`config.mk`:
```
export PLATFORM = sky130hd
export DESIGN_NAME = load_store_unit
export DESIGN_NICKNAME = d
export VERILOG_FILES = /design/src/rtl/load_store_unit.sv
export SDC_FILE = /design/constraint.sdc
export NUM_CORES = 1
export LEC_CHECK = 0
export ABC_CLOCK_PERIOD_IN_PS = 3200
export CORE_MARGIN = 1.5
export CORE_UTILIZATION = 63
export CTS_BUF_LIST = sky130_fd_sc_hd__clkbuf_4
export DETAILED_ROUTE_END_ITERATION = 10
export DONT_BUFFER_PORTS = 1
export PLACE_DENSITY = 0.8
export SLEW_MARGIN = 20
export SYNTH_ARGS = -nofsm -noshare
export SYNTH_HDL_FRONTEND = slang
export SYNTH_SLANG_ARGS = --single-unit
export TNS_END_PERCENT = 5
```
`constraint.sdc`:
```
create_clock -name CLK -period 3.2 [get_ports CLK]
set_input_delay 0.32 -clock CLK [delete_from_list [all_inputs] [get_ports CLK]]
set_output_delay 0.32 -clock CLK [all_outputs]
set_load 0.01 [all_outputs]
```
`src/rtl/load_store_unit.sv`:
```
// load_store_unit: single-outstanding load/store initiator for Data_Memory.
// Big-endian byte addressing; all outputs registered.
// Optional feature macro LSU_SUBWORD_EN: when defined, byte/half accesses are
// supported (lane extraction on loads, read-modify-write on stores). When not
// defined, only word accesses are legal and byte/half requests fault.
module load_store_unit #(
    parameter int unsigned MEM_LIMIT = 120
) (
    input  logic        CLK,
    input  logic        Reset,
    input  logic        req,
    input  logic        we,
    input  logic [1:0]  size,
    input  logic        sext,
    input  logic [31:0] addr,
    input  logic [31:0] wdata,
    output logic        busy,
    output logic        done,
    output logic        fault,
    output logic [31:0] rdata,
    output logic [31:0] DAddr,
    output logic [31:0] DataIn,
    input  logic [31:0] Dataout,
    output logic        nRD,
    output logic        nWR
);
    typedef enum logic [1:0] {IDLE, RD, WR, DONE} state_t;

    state_t      state_q, state_d;
    logic        busy_q, busy_d;
    logic        done_q, done_d;
    logic        fault_q, fault_d;
    logic        nrd_q, nrd_d;
    logic        nwr_q, nwr_d;
    logic [31:0] rdata_q, rdata_d;
    logic [31:0] daddr_q, daddr_d;
    logic [31:0] datain_q, datain_d;
    logic        we_q, we_d;
    logic [1:0]  size_q, size_d;
    logic        sext_q, sext_d;
    logic [1:0]  off_q, off_d;
    logic        req_fault;
    logic [32:0] last_byte;

    // Legality of the request currently presented; the 33-bit sum keeps
    // addresses near 2^32 from wrapping back into range.
    always_comb begin
        last_byte = {1'b0, addr[31:2], 2'b00} + 33'd3;
        req_fault = (last_byte > 33'(MEM_LIMIT));
`ifdef LSU_SUBWORD_EN
        case (size)
            2'b00:   req_fault = req_fault;
            2'b01:   req_fault = req_fault | addr[0];
            2'b10:   req_fault = req_fault | (addr[1:0] != 2'b00);
            default: req_fault = 1'b1;
        endcase
`else
        req_fault = req_fault | (size != 2'b10) | (addr[1:0] != 2'b00);
`endif
    end

`ifdef LSU_SUBWORD_EN
    logic [7:0]  lane8;
    logic [15:0] lane16;
    logic [31:0] load_val;
    logic [31:0] merged;

    // Lane extraction for loads and lane merge for read-modify-write stores;
    // the latched store data sits right-aligned in datain_q until the merge.
    always_comb begin
        case (off_q)
            2'd0:    lane8 = Dataout[31:24];
            2'd1:    lane8 = Dataout[23:16];
            2'd2:    lane8 = Dataout[15:8];
            default: lane8 = Dataout[7:0];
        endcase
        lane16 = off_q[1] ? Dataout[15:0] : Dataout[31:16];
        case (size_q)
            2'b00:   load_val = {{24{sext_q & lane8[7]}}, lane8};
            2'b01:   load_val = {{16{sext_q & lane16[15]}}, lane16};
            default: load_val = Dataout;
        endcase
        merged = Dataout;
        if (size_q == 2'b00) begin
            case (off_q)
                2'd0:    merged[31:24] = datain_q[7:0];
                2'd1:    merged[23:16] = datain_q[7:0];
                2'd2:    merged[15:8]  = datain_q[7:0];
                default: merged[7:0]   = datain_q[7:0];
            endcase
        end else if (off_q[1]) begin
            merged[15:0] = datain_q[15:0];
        end else begin
            merged[31:16] = datain_q[15:0];
        end
    end
`else
    logic unused_cfg;
    assign unused_cfg = ^{we_q, size_q, sext_q, off_q};
`endif

    // Next-state and registered-output computation; strobes default inactive
    // so each is low for exactly the one cycle spent in RD or WR.
    always_comb begin
        state_d  = state_q;
        done_d   = 1'b0;
        nrd_d    = 1'b1;
        nwr_d    = 1'b1;
        fault_d  = fault_q;
        rdata_d  = rdata_q;
        daddr_d  = daddr_q;
        datain_d = datain_q;
        we_d     = we_q;
        size_d   = size_q;
        sext_d   = sext_q;
        off_d    = off_q;
        case (state_q)
            IDLE: begin
                if (req) begin
                    we_d    = we;
                    size_d  = size;
                    sext_d  = sext;
                    off_d   = addr[1:0];
                    daddr_d = {addr[31:2], 2'b00};
                    rdata_d = '0;
                    fault_d = 1'b0;
                    if (we) begin
                        datain_d = wdata;
                    end
                    if (req_fault) begin
                        fault_d = 1'b1;
                        done_d  = 1'b1;
                        state_d = DONE;
                    end else if (!we || size != 2'b10) begin
                        nrd_d   = 1'b0;
                        state_d = RD;
                    end else begin
                        nwr_d   = 1'b0;
                        state_d = WR;
                    end
                end
            end
            RD: begin
`ifdef LSU_SUBWORD_EN
                if (we_q) begin
                    datain_d = merged;
                    nwr_d    = 1'b0;
                    state_d  = WR;
                end else begin
                    rdata_d = load_val;
                    done_d  = 1'b1;
                    state_d = DONE;
                end
`else
                rdata_d = Dataout;
                done_d  = 1'b1;
                state_d = DONE;
`endif
            end
            WR: begin
                done_d  = 1'b1;
                state_d = DONE;
            end
            default: begin
                state_d = IDLE;
            end
        endcase
        busy_d = (state_d != IDLE);
    end

    // State and output registers; reset forces both strobes high at once.
    always_ff @(posedge CLK or posedge Reset) begin
        if (Reset) begin
            state_q  <= IDLE;
            busy_q   <= 1'b0;
            done_q   <= 1'b0;
            fault_q  <= 1'b0;
            nrd_q    <= 1'b1;
            nwr_q    <= 1'b1;
            rdata_q  <= '0;
            daddr_q  <= '0;
            datain_q <= '0;
            we_q     <= 1'b0;
            size_q   <= 2'b00;
            sext_q   <= 1'b0;
            off_q    <= 2'b00;
        end else begin
            state_q  <= state_d;
            busy_q   <= busy_d;
            done_q   <= done_d;
            fault_q  <= fault_d;
            nrd_q    <= nrd_d;
            nwr_q    <= nwr_d;
            rdata_q  <= rdata_d;
            daddr_q  <= daddr_d;
            datain_q <= datain_d;
            we_q     <= we_d;
            size_q   <= size_d;
            sext_q   <= sext_d;
            off_q    <= off_d;
        end
    end

    assign busy   = busy_q;
    assign done   = done_q;
    assign fault  = fault_q;
    assign rdata  = rdata_q;
    assign DAddr  = daddr_q;
    assign DataIn = datain_q;
    assign nRD    = nrd_q;
    assign nWR    = nwr_q;
endmodule

```
==> results.toml, run 1 <==
[run_status]
status = "complete, no violations"

[place]
dpl_cell_area_sq_um = 4150
gp_congestion = 0.794
pre_cts_ws_ns = 1.07
detailed_place_hpwl_um = 5870
dp_cells = 444
place.port_buffers = 0

[clocking]
clock_latency_ns = 0.44
clock_path_buffers = 2
numCtsBuffers = 9
cts_tree = "done"
clk_pin_slew_worst_paths_ns = 0.15
cts_sinks = 101
cts_root_buf = "clkbuf_4"
cts_setup_buffers = 0
h-tree-depth = 3

[layout]
postLayoutCoreUtil = 0.792
fin_cells = 526
antenna-diode-count = 0
syn_to_final_growth_pct = 20.7
fin_area_sq_um = 5030
drive_above_1_share = 0.129
nNetsFinal = 550

[synthesis]
netlist_instances = 385
synth_cell_types = 32
synth_seq_cells = 101
synthArstFlopShare = 1.00
synth_top_flop_cell = "dfrtp_1"
avgSynthCellArea_sq_um = 10.8
yosysTopAreaCell = "dfrtp_1"
ys_top_cells_by_area = "dfrtp_1, nand2_1, mux2_4"
synth_edf_count = 0
yosysTopAreaCellShare = 0.595
synth_area_sq_um = 4160
yosys_warnings = 0
yosysSeqAreaShare = 0.608

[sta]
maxSlewHeadroom = 0.340
fin_worst_skew_ns = 0.0172
hold_ws_ns = 0.0207
rsz0062_at_grt = "no"
tightest_slew_ns = 0.987
drv_slew = 0
setup_ws_ns = 1.03
fmax_mhz = 460
finalCritPeriodShare = 0.679
finalSetupTns_ns = 0
min_period_ns = 2.17
setup_viol = 0
hold_violations = 0

[die]
initial_core_util = 0.656
core-area_sq_um = 6350
rows = 29
fp.dieW_um = 84.3
fp.dieArea_sq_um = 7100
io_pins = 204
fp.dieH_um = 84.3

[critical_path]
worstPathRequired_ns = 3.52
path_max_fanout = 37
worstSetupPathType = "register to register"
endpoint_kind = "register"
start_kind = "register"
cp.arrival_ns = 2.50

[grt]
grt_pass1_wl_um = 14800
grtUsageTotal = 0.268
antenna_found_initial = 0
grt_max_degree = 88
grt_pass1_vias = 2946
grt_overflow = 0

[detailed_routing]
antenna_left = 0
wire_per_inst_um = 19.3
avgViaCountPerCell = 5.68
drt_first_pass_iters = 4
totalWireLength_um = 10200
dr_total_vias = 2986
drt_iter0_markers = 159
drcViolationCount = 0

[pwr]
leakagePower_nw = 2.44
p_total_mw = 4.75
peakVddDrop_mv = 0.713
pwr_density_cell_nw_per_um2 = 945

[flow_run]
max_cap_viol_count = 0

[worst_hold_path]
hold_path.class = "primary input to register"
==> state kept, by name (all words and copies together) (netlist names) <==
signal,flops
rdata,32
done,1
fault,1
state_q,2
nWR,1
nRD,1
DataIn,32
busy,1
DAddr,30
==> cell usage in the layout, fill, tap and decap left out, types with 2 or more instances in the layout <==
cell and count:
mux2_2 2, bufinv_16 4, o21ai_1 5, nor4_1 6, dfstp_2 2, nand4_1 4, nand2_1 157, clkinvlp_4 2
o21ai_0 29, a21oi_1 3, clkbuf_4 10, nor2_1 3, dfrtp_1 99, buf_4 3, conb_1 2, ha_1 3
a21boi_0 2, mux2_4 30, dlygate4sd3_1 66, inv_1 5
==> critical path, stage by stage, from the launching register on <==
cell,delay [ns]
dfrtp_1,0.44
inv_1,0.09
ha_1,0.24
and2_4,0.44
nand2_4,0.42
mux2_4,0.43
==> metal layers <==
layer	routed length (um)	vias to the layer above	track usage
li1	-	1363	-
met1	3710	1438	0.313
met2	5360	161	0.452
met3	848	24	0.0885
met4	263	0	0.122
met5	0	-	0
==> Yosys cell counts (all sizes together), types with 2 or more instances <==
master,number
clkbuf,9
o21ai,34
dfrtp,99
a21boi,2
inv,6
nor4,6
nand2,158
dfstp,2
ha,3
nand4,4
nor2,3
buf,13
a21oi,4
mux2,32
==> final cells by class <==
| cell class | instances | area, sq um |
|---|---|---|
| sequential | 101 | 2530 |
| inverter | 6 | 27.5 |
| timing repair buffer | 69 | 683 |
| tap | 77 | 96.3 |
| multi-input combinational | 257 | 1480 |
| fill | 380 | 1320 |
| clock inverter | 6 | 135 |
| clock buffer | 10 | 75.1 |
==> logic make-up (layout without fill, tap and decap cells) <==
kind of cell,Yosys count,in the layout,share of synthesized area
AND/OR/NAND/NOR,177,177,0.173
flip-flops,101,101,0.608
AO/OA/AOI/OAI,43,43,0.0574
multiplexers,32,32,0.114
buffers and inverters,28,91,0.0379
adder cells (fa/ha/maj),3,3,0.00902
other,1,2,0.000901
==> report_power, final <==
part / switching [mW] / internal [mW] / total [mW]
Clock: 0.415 / 0.483 / 0.898
Combinational: 0.717 / 0.611 / 1.33
Sequential: 0.695 / 1.83 / 2.53
Total: 1.83 / 2.93 / 4.75
==> repair_timing <==
item	in CTS	in global routing
hold buffers	36	30
endpoints found under the hold margin	36	113
gates resized for setup	0	0
==> path summary, 6_finish.rpt <==
kind,start,depth (start not counted),slack (ns),endpoint
worst max register to register,state_q[1]$_DFF_PP0_,5,1.03,DataIn[17]$_DFFE_PP0P_
worst max-delay path,state_q[1]$_DFF_PP0_,5,1.03,DataIn[17]$_DFFE_PP0P_
worst min-delay path,Dataout[8],2,0.02,rdata[8]$_DFFE_PP0P_
max in group asynchronous,Reset,3,1.96,rdata[7]$_DFFE_PP0P_
min in group asynchronous,Reset,2,0.50,DataIn[7]$_DFFE_PP0P_
worst min register to register,rdata[23]$_DFFE_PP0P_,2,0.57,rdata[23]$_DFFE_PP0P_
Note: power is estimated with default switching activity, not from simulation.
==> run 2: changes to the inputs <==
--- a/config.mk
+++ b/config.mk
@@ -5,7 +5,7 @@
 export SDC_FILE = /design/constraint.sdc
 export NUM_CORES = 1
 export LEC_CHECK = 0
-export ABC_CLOCK_PERIOD_IN_PS = 3200
+export ABC_CLOCK_PERIOD_IN_PS = 2070
 export CORE_MARGIN = 1.5
 export CORE_UTILIZATION = 63
 export CTS_BUF_LIST = sky130_fd_sc_hd__clkbuf_4
==> constraint.sdc (replaced) <==
create_clock -name CLK -period 2.07 [get_ports CLK]
set_input_delay 0.207 -clock CLK [delete_from_list [all_inputs] [get_ports CLK]]
set_output_delay 0.207 -clock CLK [all_outputs]
set_load 0.01 [all_outputs]
==> results.toml, run 2 (synthesis results as in run 1) <==
[run_status]
status = "complete, no violations"

[critical_path]
worstReg2RegStart = "state_q[0]$_DFF_PP0_"
max_stage_delay_ns = 0.44
reg2reg_slack_ns = 0.20
endpoint_kind = "register"
path_cells = "inv_1, ha_1, and2_4, nand2_4, buf_12, mux2_4"
start_kind = "register"
worstSetupPathType = "register to register"
path_buf_inv = 2
path_max_fanout = 18
r2r_cells = 6
cp_top_family = "simple AND/OR/NAND/NOR gates"
reg2reg_to = "DataIn[11]$_DFFE_PP0P_"
cp.arrival_ns = 2.18
slowest_stage = "dfrtp_1"
startpoint = "state_q[0]$_DFF_PP0_"
worstPathRequired_ns = 2.38

[die]
fp.dieH_um = 84.3
core-area_sq_um = 6350
fp.dieArea_sq_um = 7100
rows = 29
initial_core_util = 0.656
io_pins = 204
fp.dieW_um = 84.3

[sta]
setup_viol = 0
fin_worst_skew_ns = 0.0215
rsz0062_at_grt = "no"
finalCritPeriodShare = 0.903
finalSetupTns_ns = 0
setup_ws_ns = 0.200
hold_violations = 0
drv_slew = 0
fmax_mhz = 535
min_period_ns = 1.87

[clocking]
cts_setup_buffers = 0
numCtsBuffers = 9
clk_pin_slew_worst_paths_ns = 0.13
clock_latency_ns = 0.43
clock_path_buffers = 2
h-tree-depth = 3
cts_sinks = 101
cts_tree = "done"
cts_root_buf = "clkbuf_4"

[detailed_routing]
drcViolationCount = 0
drt_first_pass_iters = 4
totalWireLength_um = 11200
dr_total_vias = 3159
antenna_left = 0
wire_per_inst_um = 19.9
drt_iter0_markers = 222
avgViaCountPerCell = 5.64

[pwr]
peakVddDrop_mv = 0.981
pwr_density_cell_nw_per_um2 = 1360
power_frac_clock = 0.152
p_int_mw = 4.38
sw_frac_of_total = 0.397
p_seq_frac = 0.541
leakagePower_nw = 2.58
p_sw_mw = 2.89
comb_power_share = 0.307

[grt]
grt_pass1_vias = 3451
grt_overflow = 0
grt_max_degree = 83
grtUsageTotal = 0.330
antenna_found_initial = 0
grt_pass1_wl_um = 18100

[worst_hold_path]
min_path_cells = 2
hold_path_startpoint = "req"
min_to = "state_q[1]$_DFF_PP0_"
hold_path.class = "primary input to register"

[place]
detailed_place_hpwl_um = 6140
pre_cts_ws_ns = 0.221
place.port_buffers = 0
gp_congestion = 0.856

[layout]
drive_above_1_share = 0.126
fillCellCount = 330
syn_to_final_growth_pct = 28.3
nNetsFinal = 585
antenna-diode-count = 0
final_common_cell = "nand2_1"
final_cell_mix = "nand2_1, dfrtp_1, dlygate4sd3_1, mux2_4, o21ai_0"

[flow_run]
max_cap_viol_count = 0
-- run 2: layout make-up --
| type | count | area [sq um] | share of cell area |
|---|---|---|---|
| flip-flops and latches | 101 | 2530 | 0.474 |
| multi-input cells | 257 | 1480 | 0.277 |
| repair buffers | 104 | 1060 | 0.198 |
| well taps | 77 | 96.3 | 0.0180 |
| clock inverters | 5 | 76.3 | 0.0143 |
| clock buffers | 10 | 75.1 | 0.0141 |
| inverters | 6 | 26.3 | 0.00492 |
-- run 2: worst max path at each step --
stage | endpoint | slack [ns] | depth (start not counted)
finish | DataIn[11]$_DFFE_PP0P_ | 0.20 | 6
global route | done$_DFF_PP0_ | 0.02 | 6
CTS | DataIn[13]$_DFFE_PP0P_ | 0.20 | 6
detailed placement | DataIn[7]$_DFFE_PP0P_ | 0.22 | 6
global placement | DataIn[2]$_DFFE_PP0P_ | 0.30 | 6
floorplan | DataIn[0]$_DFFE_PP0P_ | 0.44 | 7
-- run 2: per-stage QoR --
stage / hold WS (ns) / area, sq um / cells / utilization / total power [mW]
floorplan: 0.312 / 4170 / 386 / - / 5.39
global placement: 0.103 / 4230 / 449 / 0.666 / 5.78
detailed placement: 0.119 / 4230 / 449 / 0.666 / 5.93
CTS: 0.0371 / 5340 / 560 / 0.841 / 7.15
global route: 0.0288 / 5340 / 560 / 0.841 / 7.71
finish: 0.0500 / 5340 / 560 / 0.841 / 7.27
-- run 2: metal layers --
layer	vias to the layer above	track usage	wire, um
met5	-	0	0
met4	0	0.106	249
met3	24	0.0836	844
met2	157	0.594	6100
met1	1548	0.387	3960
li1	1430	-	-
-- run 2: power by group through the flow --
stage          sequential [mW]  combinational, mW  clock [mW]
2_1_floorplan             3.70               1.68           0
3_3_place_gp              3.90               1.88           0
3_5_place_dp              3.93               2.01           0
4_1_cts                   3.90               2.15        1.10
5_1_grt                   4.02               2.49        1.20
6_report                  3.93               2.23        1.10
-- run 2: repair_timing --
action,4_1_cts,5_1_grt
hold endpoints to repair,115,0
gates resized for setup,0,0
hold buffers,96,0
==> run 3: changes to the inputs <==
--- a/config.mk
+++ b/config.mk
@@ -6,6 +6,7 @@
 export NUM_CORES = 1
 export LEC_CHECK = 0
 export ABC_CLOCK_PERIOD_IN_PS = 2070
+export CORE_ASPECT_RATIO = 1.25
 export CORE_MARGIN = 1.5
 export CORE_UTILIZATION = 63
 export CTS_BUF_LIST = sky130_fd_sc_hd__clkbuf_4
==> results.toml, run 3 (synthesis results as in run 1) <==
[run_status]
status = "complete, no violations"

[grt]
gr-usage-met1 = 0.354
use_met3 = 0.0665
grt_use_met2 = 0.593
grt_pass1_vias = 3334
grt_overflow = 0
grt_max_degree = 102
antenna_found_initial = 1
busiest_layer = "met2"
grtUsageTotal = 0.327
grt_pass1_wl_um = 16700

[place]
pre_cts_ws_ns = 0.284
place.port_buffers = 0
dpl_cell_area_sq_um = 4240
gp_congestion = 0.791
detailed_place_hpwl_um = 6050

[detailed_routing]
drcViolationCount = 0
wire_per_inst_um = 19.9
drt_iter0_markers = 227
avgViaCountPerCell = 5.64
drt_first_pass_iters = 5
totalWireLength_um = 11300
dr_total_vias = 3210
antenna_left = 0

[clocking]
cts_sinks = 101
clock_latency_ns = 0.44
cts-resized-gates = 0
clock_path_buffers = 2
cts_root_buf = "clkbuf_4"
cts_setup_buffers = 0
numCtsBuffers = 9
h-tree-depth = 3
cts_tree = "done"
clk_pin_slew_worst_paths_ns = 0.15

[critical_path]
worstPathRequired_ns = 2.40
path_max_fanout = 14
r2r_cells = 6
start_kind = "register"
reg2reg_slack_ns = 0.27
endpoint_kind = "register"
cp.arrival_ns = 2.13
worstSetupPathType = "register to register"

[sta]
hold_violations = 0
finalSetupTns_ns = 0
maxSlewHeadroom = 0.660
setup_ws_ns = 0.268
finalCritPeriodShare = 0.870
fin_worst_skew_ns = 0.0248
hold_ws_ns = 0.0297
rsz0062_at_grt = "no"
tightest_slew_ns = 0.510
drv_slew = 0
min_period_ns = 1.80
setup_viol = 0
fmax_mhz = 555

[pwr]
comb_power_share = 0.314
p_sw_mw = 2.93
leakagePower_nw = 2.58
p_int_mw = 4.28
peakVddDrop_mv = 0.909
p_seq_frac = 0.546
sw_frac_of_total = 0.407
power_frac_clock = 0.140
pwr_density_cell_nw_per_um2 = 1350

[layout]
final_common_cell = "nand2_1"
fin_area_sq_um = 5340
syn_to_final_growth_pct = 28.3
nNetsFinal = 584
drive_above_1_share = 0.126
final_cell_mix = "nand2_1, dfrtp_1, dlygate4sd3_1, mux2_4, o21ai_0"
postLayoutCoreUtil = 0.850

[die]
rows = 32
fp.dieH_um = 93.9
core-area_sq_um = 6290
io_pins = 204
fp.dieW_um = 75.7
initial_core_util = 0.662
fp.dieArea_sq_um = 7110

[worst_hold_path]
hold_path.class = "primary input to register"
min_path_cells = 2

[flow_run]
max_cap_viol_count = 0
run 3: cell count changes in the layout (fill, tap and decap cells not counted):
cell,previous run,this run
buf_4,5,3
buf_12,3,4
bufinv_16,2,1
clkbuf_4,10,11
clkinv_2,1,2
diode_2,0,1
run 3: metal layers:
metal  vias up  routed length [um]
met4         0                 382
met1      1568                3820
met5         -                   0
met3        30                 804
met2       185                6330
li1       1427                   -
run 3: path summary, 6_finish.rpt:
path | from | to
worst max-delay path | state_q[0]$_DFF_PP0_ | DataIn[15]$_DFFE_PP0P_
worst min-delay path | req | busy$_DFF_PP0_
worst max register to register | state_q[0]$_DFF_PP0_ | DataIn[15]$_DFFE_PP0P_
worst min register to register | DAddr[16]$_DFFE_PP0P_ | DAddr[16]$_DFFE_PP0P_
max in group asynchronous | Reset | rdata[1]$_DFFE_PP0P_
min in group asynchronous | Reset | DAddr[13]$_DFFE_PP0P_
run 3: timing repair:
action | 4_1_cts | 5_1_grt
endpoints found under the hold margin | 194 | 0
hold buffers | 96 | 0
endpoints found under the setup margin | 0 | 0
run 3: through the flow:
step                      instances  total power, mW
after floorplan                 386             5.39
after global placement          456             5.77
after detailed placement        456             5.92
after CTS                       568             7.04
after global routing            569             7.65
final                           569             7.21
run 3: critical path: stages, from the launching register on:
cell,delay (ns)
dfrtp_1,0.43
inv_1,0.07
ha_1,0.25
and2_4,0.21
nand2_4,0.24
buf_12,0.20
mux2_4,0.31
run 3: final cells by class:
class                      instances  area (sq um)
fill                             317           945
antenna                            1          2.50
sequential                       101          2530
multi-input combinational        257          1480
timing repair buffer             103          1060
tap                               85           106
clock inverter                     5          51.3
clock buffer                      11          82.6
inverter                           6          26.3
run 3: power by group through the flow:
stage               Sequential, mW  Clock [mW]  Combinational [mW]
floorplan                     3.70           0                1.68
global placement              3.90           0                1.87
detailed placement            3.92           0                1.99
CTS                           3.90        1.01                2.13
global route                  4.03        1.10                2.52
finish                        3.94        1.01                2.26
==> RTL edit (settings of run 2) <==
Take the reset off `rdata_q`, `daddr_q` and `datain_q` and load them in a clocked block of their own.
--- a/src/rtl/load_store_unit.sv
+++ b/src/rtl/load_store_unit.sv
@@ -178,7 +178,4 @@
             nrd_q    <= 1'b1;
             nwr_q    <= 1'b1;
-            rdata_q  <= '0;
-            daddr_q  <= '0;
-            datain_q <= '0;
             we_q     <= 1'b0;
             size_q   <= 2'b00;
@@ -192,7 +189,4 @@
             nrd_q    <= nrd_d;
             nwr_q    <= nwr_d;
-            rdata_q  <= rdata_d;
-            daddr_q  <= daddr_d;
-            datain_q <= datain_d;
             we_q     <= we_d;
             size_q   <= size_d;
@@ -200,4 +194,10 @@
             off_q    <= off_d;
         end
+    end
+
+    always_ff @(posedge CLK) begin
+        rdata_q  <= rdata_d;
+        daddr_q  <= daddr_d;
+        datain_q <= datain_d;
     end
 
Check against the original RTL: not equivalent (a bounded check fails within 4 cycles, from zero or initial values and one cycle with Reset high).
==> RTL edit against run 2 <==
  * The run now ends with hold timing left
  * Area after synthesis shrank 16%
  * Hold slack lost 0.051 ns
  * Sequential cell count is the same
  * Count of clock-buffer cells in the layout is the same
  * Cell area shrank 11%
  * Via count shrank 31%
  * Utilization grew 6.9 points
  * Worst setup slack lost 0.16 ns
  * Die area shrank 15%
  * Wire length shrank 7.3%
  * Critical path type unchanged
  * Highest routed layer unchanged
Power is not compared: it rests on default switching activity, and its combinational part moved more than twofold at a synthesized area within 25%.
==> RTL edit: results (changes against run 2) <==
Adder-Cell Fraction of Synth Area=1.07% (+0.17 points); Crit-path slowest cell=dlygate4sd3_1; routed len/inst=28.3 um (+42%); htree depth=3 (unchanged); Worst-Skew Late Latency=0.45 ns (+0.02 ns); CP peak stage delay=0.60 ns (+0.16 ns); asr flop ratio synth=6.93% (-93 points); crit path DAT=2.43 ns (+0.25 ns); synthesized instance count=179 (-54%); synth warn=0 (unchanged); initial antenna violation count=0 (unchanged); Tot GR Track Use=32.7% (-0.30 points); met2 Use GR=62.9% (+3.5 points); 1st-pass router iterations=5 (+1); clock buffer depth=2 (unchanged); post-synthesis sequential area ratio=85.8% (+25 points); # DRC=0 (unchanged); met1 usage=34.1% (-4.6 points); Inserted Clock Buffers=9 (unchanged); largest net degree at the start of global routing=34 (-59%); CTS clk-pin slew, worst paths=0.17 ns (+0.04 ns); outcome=finished with violations; mux contribution to synthesized area=0% (-11 points); first-pass GRT wire length=13800 um (-24%); vias post-DR=2194 (-31%); final hold vios=1 (+1); Top FF cell, synth=edfxtp_1; Synth Area in Compound Gates=1.61% (-4.1 points); Post-synth EDFFs=94 (+94); Post-Place Cell Area=3610 um^2 (-15%); Hold WC Path Type=input port to flip-flop; Fillers=170 (-48%); Synth Area in XOR/XNOR=0% (unchanged); GRT met3 Usage=9.53% (+1.2 points); clock root buffer=clkbuf_4; post-DP HPWL=5050 um (-18%); Worst Clk Skew=0.0317 ns (+0.0102 ns); failing checks=hold timing; top cells by count, synth=edfxtp_1, and2_1, nand2_1; NetSw=1.85 mW; vias in the first global route=2262 (-34%); Total Wirelength=10300 um (-7.3%); port bufs=0 (unchanged); most area-consuming cells after synthesis=edfxtp_1, and2_1, dfrtp_1; post-synthesis cell type count=25 (-22%); placed insts=249 (-45%); Max VDD drop=between 0.8 and 0.9 mV; Diodes inserted=0 (unchanged); crit path max fanout=17 (-1); layout cells sized above 1=11.2% (-1.4 points); Place WS=0.401 ns (+0.180 ns); DRT iter0 DRCs=244 (+9.9%); Layout Nets=396 (-32%); GPL Wtd Cong=0.768 (-10%); LEAKAGE=1.68 nW; worst hold slack=-0.00121 ns (-0.0512 ns)
RTL edit: area by class of cell:
type	instances	area [um^2]	area share, %
Multi-Input combinational cell	68	467	9.79
Inverter	6	22.5	0.472
Clock inverter	6	61.3	1.29
Timing Repair Buffer	104	1050	22.1
Clock buffer	10	75.1	1.57
Tap cell	70	87.6	1.84
Sequential cell	101	3000	62.9
RTL edit: power by group through the flow:
stage,Clock (mW),Sequential [mW],Combinational [mW]
global placement,0,3.48,0.676
floorplan,0,3.41,0.548
finish,1.05,3.48,1.11
detailed placement,0,3.51,0.751
CTS,0.987,3.46,0.896
global route,1.12,3.52,1.20
RTL edit: path summary, 6_finish.rpt:
check / startpoint / to / cells after the start
setup / recovery: state_q[1]$_DFF_PP0_ / nWR$_DFF_PP1_ / 7
hold / removal: Dataout[24] / rdata[24]$_SDFFCE_PN0P_ / 1
setup reg to reg: state_q[1]$_DFF_PP0_ / nWR$_DFF_PP1_ / 7
hold reg to reg: fault$_DFFE_PP0P_ / fault$_DFFE_PP0P_ / 2
max in group asynchronous: Reset / nWR$_DFF_PP1_ / 2
min in group asynchronous: Reset / state_q[1]$_DFF_PP0_ / 2
RTL edit: per-layer routing:
metal	vias to the layer above	part of all wire [%]
met2	226	55
li1	887	-
met1	1065	33
met4	0	2.0
met5	-	0
met3	16	10
RTL edit: critical path: cells and delay by family, from the launching register on:
family        cells  cell delay, ns
flops             1            0.45
simple gates      2            0.26
fa+ha+maj         1            0.19
buf+inv           4            1.08
RTL edit: repair_timing:
action,4_1_cts,5_1_grt
endpoints found under the setup margin,0,1
resized for setup,0,3
endpoints found under the hold margin,100,3
hold buffers,94,3
setup buffers,0,2
